$ cat src/rtl/masked_inv_up_pipe.sv
// Second-order (3-share) masked evaluation of the two "up" coordinate functions of the
// GF(2^4) inversion layer: stage 1 registers all cross-share terms, stage 2 compresses rows.
module masked_inv_up_pipe #(
  parameter int LANES = 4,
  parameter int NCF   = 2
) (
  input  logic                     clk,
  input  logic                     rst_n,
  input  logic                     in_valid,
  output logic                     in_ready,
  input  logic [4*LANES-1:0]       x1,
  input  logic [4*LANES-1:0]       x2,
  input  logic [4*LANES-1:0]       x3,
  input  logic [3*NCF*LANES-1:0]   r,
  output logic                     out_valid,
  input  logic                     out_ready,
  output logic [NCF*LANES-1:0]     q1,
  output logic [NCF*LANES-1:0]     q2,
  output logic [NCF*LANES-1:0]     q3
);

  localparam int TW = 9 * NCF * LANES;

  // Handshake: a transfer happens on a rising edge where valid && ready; data is sampled
  // at that edge, and registers holding un-transferred data never change.
  logic                   r_s1_valid;
  logic                   r_out_valid;
  logic [TW-1:0]          r_t;
  logic [TW-1:0]          w_t;
  logic [NCF*LANES-1:0]   r_q1, r_q2, r_q3;
  logic [NCF*LANES-1:0]   w_q1, w_q2, w_q3;
  logic                   w_acc;
  logic                   w_adv;

  // Nine terms t(i,j) of one coordinate function, flattened as bit 3*(i-1)+(j-1).
  function automatic logic [8:0] lane_terms(input logic [3:0] s1, input logic [3:0] s2,
                                            input logic [3:0] s3, input logic [2:0] k,
                                            input int f);
    logic [2:0] a, b, c, d;
    logic [8:0] t;
    a = {s3[0], s2[0], s1[0]};
    b = {s3[1], s2[1], s1[1]};
    c = {s3[2], s2[2], s1[2]};
    d = {s3[3], s2[3], s1[3]};
    for (int i = 0; i < 3; i++) begin
      for (int j = 0; j < 3; j++) begin
        if (f == 0) t[3*i+j] = (a[i] & c[j]) ^ (b[i] & c[j]) ^ (a[i] & d[j]);
        else        t[3*i+j] = (b[i] & c[j]) ^ (a[i] & d[j]) ^ (b[i] & d[j]);
      end
    end
    if (f == 0) begin
      t[0] = t[0] ^ a[0] ^ c[0];
      t[1] = t[1] ^ b[0] ^ c[1] ^ d[1] ^ k[0];
      t[2] = t[2] ^ a[0] ^ d[2] ^ k[1];
      t[3] = t[3] ^ a[1] ^ c[0] ^ k[0];
      t[5] = t[5] ^ a[1] ^ b[1] ^ c[2] ^ d[2] ^ k[2];
      t[6] = t[6] ^ a[2] ^ d[0] ^ k[1];
      t[7] = t[7] ^ c[1] ^ k[2];
      t[8] = t[8] ^ a[2] ^ b[2] ^ c[2] ^ d[2];
    end else begin
      // a3b3 appears in both (3,1) and (3,3) so it cancels across the row
      t[0] = t[0] ^ c[0];
      t[1] = t[1] ^ a[0] ^ b[0] ^ d[1] ^ k[0];
      t[2] = t[2] ^ c[2] ^ d[2] ^ k[1];
      t[3] = t[3] ^ d[0] ^ k[0];
      t[5] = t[5] ^ a[1] ^ b[1] ^ c[2] ^ d[2] ^ k[2];
      t[6] = t[6] ^ b[2] ^ (a[2] & b[2]) ^ k[1];
      t[7] = t[7] ^ c[1] ^ k[2];
      t[8] = t[8] ^ a[2] ^ c[2] ^ d[2] ^ (a[2] & b[2]);
    end
    return t;
  endfunction

  always_comb begin
    w_t = '0;
    for (int l = 0; l < LANES; l++) begin
      for (int f = 0; f < NCF; f++) begin
        w_t[(l*NCF+f)*9 +: 9] = lane_terms(x1[4*l +: 4], x2[4*l +: 4], x3[4*l +: 4],
                                           r[3*NCF*l + 3*f +: 3], f);
      end
    end
  end

  always_comb begin
    w_q1 = '0;
    w_q2 = '0;
    w_q3 = '0;
    for (int l = 0; l < LANES; l++) begin
      for (int f = 0; f < NCF; f++) begin
        w_q1[l*NCF+f] = ^r_t[(l*NCF+f)*9     +: 3];
        w_q2[l*NCF+f] = ^r_t[(l*NCF+f)*9 + 3 +: 3];
        w_q3[l*NCF+f] = ^r_t[(l*NCF+f)*9 + 6 +: 3];
      end
    end
  end

  assign w_adv    = r_s1_valid && (!r_out_valid || out_ready);
  assign in_ready = !r_s1_valid || !r_out_valid || out_ready;
  assign w_acc    = in_valid && in_ready;

  always_ff @(posedge clk) begin
    if (!rst_n) begin
      r_s1_valid <= 1'b0;
      r_t        <= '0;
    end else if (w_acc) begin
      r_s1_valid <= 1'b1;
      r_t        <= w_t;
    end else if (w_adv) begin
      r_s1_valid <= 1'b0;
    end
  end

  always_ff @(posedge clk) begin
    if (!rst_n) begin
      r_out_valid <= 1'b0;
      r_q1        <= '0;
      r_q2        <= '0;
      r_q3        <= '0;
    end else if (w_adv) begin
      r_out_valid <= 1'b1;
      r_q1        <= w_q1;
      r_q2        <= w_q2;
      r_q3        <= w_q3;
    end else if (out_ready) begin
      r_out_valid <= 1'b0;
    end
  end

  assign out_valid = r_out_valid;
  assign q1        = r_q1;
  assign q2        = r_q2;
  assign q3        = r_q3;

endmodule

$ cat config.mk
export PLATFORM = sky130hd
export DESIGN_NAME = masked_inv_up_pipe
export DESIGN_NICKNAME = d
export VERILOG_FILES = /design/src/rtl/masked_inv_up_pipe.sv
export SDC_FILE = /design/constraint.sdc
export NUM_CORES = 1
export LEC_CHECK = 0
export ABC_AREA = 1
export CAP_MARGIN = 0
export CORE_ASPECT_RATIO = 0.75
export CORE_MARGIN = 5
export CORE_UTILIZATION = 60
export CTS_CLUSTER_DIAMETER = 30
export DETAILED_ROUTE_END_ITERATION = 12
export PLACE_DENSITY = 0.87
export SLEW_MARGIN = 5
export SYNTH_ARGS = -nofsm -noshare
export SYNTH_HDL_FRONTEND = slang
export SYNTH_SLANG_ARGS = --single-unit
$ cat constraint.sdc
create_clock -name clk -period 2.15 [get_ports clk]
set_input_delay 0.645 -clock clk [delete_from_list [all_inputs] [get_ports clk]]
set_output_delay 0.645 -clock clk [all_outputs]
set_load 0.01 [all_outputs]
==> results.json, run 1 <==
{
  "min_period_over_period_pct": 95.0,
  "crit_start": "out_valid$_SDFFE_PN0P_",
  "synth.avg_cell_area_um2": 5.69,
  "cp.arrival_ns": 1.40,
  "endpoint_kind": "output pin",
  "power.density_mw_per_mm2": 615,
  "die_h_um": 102,
  "ys_warn_count": 0,
  "r2r_slack_ns": 0.64,
  "synth_most_common_cell": "nand2_1",
  "antenna_left": 0,
  "synthMuxAreaShare_pct": 0,
  "max-cap-violations": 0,
  "path_delay_family": "buffers and inverters",
  "wl_per_cell_um": 12.3,
  "cts.sinks": 98,
  "seq_area_mm2": 0.00196,
  "worst-slew-pin-transition_ns": 0.449,
  "crit_type": "reg2out",
  "synth_largest_area_cell": "dfxtp_1",
  "syn_nets": 1259,
  "grt_max_degree": 63,
  "num-fill-cells": 922,
  "critPathRequiredTime_ns": 1.50,
  "ys_seq_elements": 98,
  "reg2reg_depth": 9,
  "firstDrtPassIters": 6,
  "n_antenna_cell": 0,
  "io_buffers": 101,
  "synthSimpleGateAreaFrac_pct": 43.2,
  "start_util_pct": 61.5,
  "yosys-top-cells-count": "nand2_1 (383), nor2_1 (187), inv_1 (157)",
  "area_delta_synth_final_pct": 22.8,
  "synth_async_sr_flop_share_pct": 0,
  "multi_input_area_mm2": 0.00395,
  "routed_wirelength_mm": 17.5,
  "grt_pass1_wl_mm": 29.4,
  "place_hpwl_mm": 12.8,
  "synth_top_cell_area_share_pct": 29.2,
  "die_x_um": 132,
  "nNetsFinal": 1354,
  "grt_pass1_vias": 6489,
  "synth_compound_area_share_pct": 8.37,
  "cp_max_fo": 4,
  "hold_viol": 0,
  "cts_root_buf": "clkbuf_16",
  "drt_iter0_drc": 601,
  "cp_slowest_cell": "clkdlybuf4s50_1",
  "final_cell_area_mm2": 0.00826,
  "ios": 102,
  "drive_above_1_share_pct": 4.05,
  "clock_latency_ns": 0.34,
  "cts_buffers": 9,
  "syn_inst": 1183,
  "htree_num_levels": 3,
  "power_mw": 5.08,
  "dieArea_mm2": 0.0135,
  "ir_drop_v": 0.000453,
  "path_cells": "clkdlybuf4s50_1",
  "p_leak_nw": 4.47,
  "vias": 7460,
  "slew-limit-headroom_pct": 69.8,
  "core_region_area_mm2": 0.0109,
  "critical_path.max_stage_delay_ns": 0.59,
  "setup_viol": 0,
  "worstHoldPathType": "reg2reg",
  "synth_edf_count": 0,
  "synthAdderAreaFrac_pct": 0,
  "drcViolationCount": 0,
  "rows": 33,
  "rsz0062_at_grt": "no",
  "clk_pin_slew_ns": 0.07,
  "r2r_end": "r_t[56]$_SDFFE_PN0P_",
  "cts_setup_buffers": 0,
  "period_minus_slack_ns": 2.04,
  "crit_end": "out_valid",
  "ys_seq_area_share_pct": 29.2,
  "cp_num_buf_inv": 1,
  "synth_top_family_by_area": "simple AND/OR/NAND/NOR gates",
  "fin_skew_ns": 0.0108,
  "max_freq_mhz": 490,
  "status": "completed",
  "syn_area_mm2": 0.00673,
  "r2r_start": "out_valid$_SDFFE_PN0P_",
  "ys.flop_type": "dfxtp_1",
  "cts_tree": "done",
  "place_area_mm2": 0.00797,
  "cts_buffer_depth": 2,
  "ys_types": 27,
  "vias_per_cell": 5.24,
  "startpoint_type": "flop",
  "slew_violations": 0,
  "grt_usage_pct": 25.8,
  "netlist_top_cells_area": "dfxtp_1 (29%), nand2_1 (21%), nor2_1 (10%)",
  "gp_congestion": 0.927,
  "cts-hold-fix-buffers": 0,
  "synthXorXnorAreaFrac_pct": 6.90,
  "fin_setup_tns_ns": 0,
  "overflow": 0,
  "crit_cells": 1,
  "antenna_found_initial": 0
}
[sequential cells by signal, indices dropped and copies added, names as in the netlist]
name / count
r_s1_valid: 1
q3: 8
r_t: 72
out_valid: 1
q2: 8
q1: 8
[cells by family after synthesis]
kind of cell / after synthesis
buffers and inverters: 205
and+or+nand+nor: 718
DFF: 98
AOI/OAI and AO/OA: 109
xor gates and xnor gates: 53
[worst min path at each step]
stage	cells after the start	slack [ns]	start	endpoint
6_report	2	0.48	r_t[49]$_SDFFE_PN0P_	r_t[49]$_SDFFE_PN0P_
3_5_place_dp	2	0.47	r_t[49]$_SDFFE_PN0P_	r_t[49]$_SDFFE_PN0P_
3_3_place_gp	2	0.47	r_t[40]$_SDFFE_PN0P_	r_t[40]$_SDFFE_PN0P_
2_1_floorplan	2	0.46	r_t[35]$_SDFFE_PN0P_	r_t[35]$_SDFFE_PN0P_
5_1_grt	2	0.49	r_t[49]$_SDFFE_PN0P_	r_t[49]$_SDFFE_PN0P_
4_1_cts	2	0.48	r_t[49]$_SDFFE_PN0P_	r_t[49]$_SDFFE_PN0P_
[placed cells by master, fill, tap and decap left out]
master | synthesis | routed
a21o_1 | 1 | 1
a21oi_1 | 42 | 41
a21oi_4 | 0 | 1
a22oi_1 | 1 | 1
a31oi_1 | 3 | 3
and3_1 | 1 | 1
buf_12 | 0 | 5
buf_4 | 2 | 23
bufinv_16 | 0 | 1
clkbuf_1 | 14 | 2
clkbuf_16 | 0 | 9
clkbuf_2 | 2 | 1
clkbuf_8 | 0 | 1
clkdlybuf4s50_1 | 0 | 100
clkinv_2 | 0 | 2
clkinv_4 | 0 | 1
clkinvlp_4 | 0 | 1
dfxtp_1 | 98 | 98
inv_1 | 157 | 157
inv_2 | 2 | 2
nand2_1 | 383 | 383
nand2_4 | 1 | 1
nand3_1 | 132 | 132
nand3_2 | 1 | 1
nand4_1 | 10 | 10
nor2_1 | 187 | 187
o211ai_1 | 3 | 3
o21ai_0 | 57 | 57
o21ai_1 | 1 | 1
o22ai_1 | 1 | 1
or2_2 | 3 | 3
xnor2_1 | 24 | 24
xor2_1 | 29 | 29
[layout make-up]
| cell class | instances | share of cell area [%] |
|---|---|---|
| Clock buffer | 12 | 2.98 |
| Clock inverter | 4 | 0.621 |
| Inverter | 160 | 7.28 |
| Multi-Input combinational cell | 880 | 47.8 |
| Sequential cell | 98 | 23.7 |
| Tap cell | 140 | 2.12 |
| Timing Repair Buffer | 129 | 15.5 |
[per-layer routing]
metal	up-vias	share of wire, %	global-route usage (%)
li1	3841	-	-
met1	3281	46	35.9
met2	316	44	41.4
met3	22	8.8	5.76
met4	0	1.2	6.03
met5	-	0	0
[power by group]
group	switching [mW]	internal (mW)	total, mW
Clock	0.716	0.936	1.65
Sequential	0.100	1.97	2.07
Combinational	0.756	0.602	1.36
Total	1.57	3.51	5.08
[timing repair]
| item | in CTS | in global routing |
|---|---|---|
| setup endpoints to repair | 1 | 1 |
| resized for setup | 2 | 1 |
| hold endpoints to repair | 0 | 0 |
[per-stage QoR]
step / worst slack (ns) / utilization (%) / cells / hold slack (ns)
3_5_place_dp: -0.267 / 72.8 / 1407 / 0.469
3_3_place_gp: -0.245 / 72.8 / 1407 / 0.466
2_1_floorplan: 0.615 / - / 1183 / 0.456
5_1_grt: 0.0667 / 75.5 / 1423 / 0.494
6_report: 0.108 / 75.5 / 1423 / 0.478
4_1_cts: 0.0248 / 75.6 / 1423 / 0.479
No activity file was read; power rests on OpenSTA's default activity.
==> run 2, diff against run 1 <==
--- a/config.mk
+++ b/config.mk
@@ -7,13 +7,16 @@
 export LEC_CHECK = 0
 export ABC_AREA = 1
 export CAP_MARGIN = 0
+export CELL_PAD_IN_SITES_DETAIL_PLACEMENT = 0
+export CELL_PAD_IN_SITES_GLOBAL_PLACEMENT = 1
 export CORE_ASPECT_RATIO = 0.75
 export CORE_MARGIN = 5
-export CORE_UTILIZATION = 60
+export CORE_UTILIZATION = 40
 export CTS_CLUSTER_DIAMETER = 30
 export DETAILED_ROUTE_END_ITERATION = 12
-export PLACE_DENSITY = 0.87
+export PLACE_DENSITY_LB_ADDON = 0.1
 export SLEW_MARGIN = 5
 export SYNTH_ARGS = -nofsm -noshare
 export SYNTH_HDL_FRONTEND = slang
 export SYNTH_SLANG_ARGS = --single-unit
+export TNS_END_PERCENT = 1
==> results.json, run 2 (synthesized netlist as in run 1, its figures left out) <==
{
  "grt_busiest_layer": "met2",
  "cts-resized-gates": 1,
  "seq_power_share_pct": 40.2,
  "cts_setup_buffers": 0,
  "p_sw_mw": 1.63,
  "grt_pass1_wl_mm": 29.9,
  "intPower_mw": 3.51,
  "core_region_area_mm2": 0.0167,
  "cts-hold-fix-buffers": 0,
  "crit_type": "in2out",
  "setup_viol": 0,
  "ios": 102,
  "dieArea_mm2": 0.0195,
  "io_buffers": 101,
  "n_antenna_cell": 0,
  "place_hpwl_mm": 13.7,
  "num-fill-cells": 1774,
  "drive_above_1_share_pct": 5.09,
  "met3_usage_pct": 4.40,
  "firstDrtPassIters": 5,
  "rsz0062_at_grt": "no",
  "area_delta_synth_final_pct": 26.0,
  "layout_common_cells": "nand2_1 (383), nor2_1 (187), inv_1 (157), nand3_1 (132), clkdlybuf4s50_1 (100)",
  "wl_per_cell_um": 12.0,
  "slew-limit-headroom_pct": 73.7,
  "final_common_cell": "nand2_1",
  "clk_pin_slew_ns": 0.07,
  "die_x_um": 160,
  "htree_num_levels": 3,
  "critPathRequiredTime_ns": 1.50,
  "hold_ws_ns": 0.479,
  "grt_usage_pct": 18.6,
  "antenna_found_initial": 0,
  "comb_power_share_pct": 26.6,
  "cts_buffer_depth": 2,
  "sw_frac_of_total_pct": 31.7,
  "slew_violations": 0,
  "seq_area_mm2": 0.00196,
  "clock_latency_ns": 0.35,
  "multi_input_area_mm2": 0.00395,
  "worst-slew-pin-transition_ns": 0.393,
  "reg2reg_depth": 9,
  "die_h_um": 122,
  "cts.sinks": 98,
  "drt_iter0_drc": 424,
  "p_leak_nw": 4.54,
  "period_minus_slack_ns": 2.12,
  "vias_per_cell": 4.69,
  "start_util_pct": 40.4,
  "power.density_mw_per_mm2": 606,
  "antenna_left": 0,
  "endpoint_kind": "output pin",
  "rows": 41,
  "overflow": 0,
  "ir_drop_v": 0.000354,
  "clkPwrFrac_pct": 33.1,
  "use_met1_pct": 27.3,
  "grt_use_met2_pct": 28.1,
  "nNetsFinal": 1367,
  "routed_wirelength_mm": 18.2,
  "dp_cells": 1495,
  "holdPathStages": 2,
  "min_period_over_period_pct": 98.5,
  "cp_max_fo": 2,
  "cts_buffers": 9,
  "cts_tree": "done",
  "startpoint_type": "input port",
  "grt_max_degree": 45,
  "regMostFlops": "r_t",
  "status": "completed",
  "max-cap-violations": 0,
  "cp.arrival_ns": 1.47,
  "final_util_pct": 50.9,
  "hold_viol": 0,
  "cts_root_buf": "clkbuf_16",
  "fin_cells": 1511,
  "worstHoldPathType": "reg2reg",
  "fin_skew_ns": 0.00815,
  "largest_reg_flops": 72,
  "max_freq_mhz": 472,
  "gp_congestion": 0.824,
  "vias": 7086,
  "grt_pass1_vias": 6149,
  "drcViolationCount": 0
}
## run 2: power by group through the flow
stage | Combinational [mW] | Sequential, mW | Clock (mW)
2_1_floorplan | 0.850 | 2.10 | 0
3_3_place_gp | 1.37 | 2.10 | 0
3_5_place_dp | 1.37 | 2.11 | 0
4_1_cts | 1.38 | 2.07 | 1.76
5_1_grt | 1.56 | 2.09 | 1.85
6_report | 1.37 | 2.07 | 1.70
## run 2: per-layer routing
layer	part of all wire, %	vias to the layer above
met5	0	-
met4	0.74	0
met3	5.5	11
met2	41	142
met1	53	3066
li1	-	3867
## run 2: path summary, 6_finish.rpt
path                                        startpoint                    to  slack [ns]
worst max-delay path                         out_ready              in_ready        0.03
worst min-delay path              r_t[49]$_SDFFE_PN0P_  r_t[49]$_SDFFE_PN0P_        0.48
worst max register to register  out_valid$_SDFFE_PN0P_  r_t[21]$_SDFFE_PN0P_        0.66
worst min register to register    r_t[49]$_SDFFE_PN0P_  r_t[49]$_SDFFE_PN0P_        0.48
## run 2: cell type report
type / instances / share of cell area, %
Inverter: 160 / 7.10
Clock inverter: 7 / 0.959
Tap cell: 215 / 3.17
Timing Repair Buffer: 142 / 16.4
Clock buffer: 9 / 2.66
Sequential cell: 98 / 23.1
Multi-Input combinational cell: 880 / 46.6
## run 2: stage by stage
stage	power (mW)	TNS (ns)	area, um^2	worst slack [ns]
3_5_place_dp	3.48	-0.256	8170	-0.239
3_3_place_gp	3.47	-0.244	8170	-0.244
5_1_grt	5.50	0	8480	0.00437
2_1_floorplan	2.95	0	6730	0.615
4_1_cts	5.21	0	8480	0.0241
6_report	5.14	0	8480	0.0328
## run 2: critical path, stage by stage
cell             delay, ns
clkdlybuf4s50_1       0.45
inv_1                 0.05
nand3_2               0.06
dlygate4sd2_1         0.27
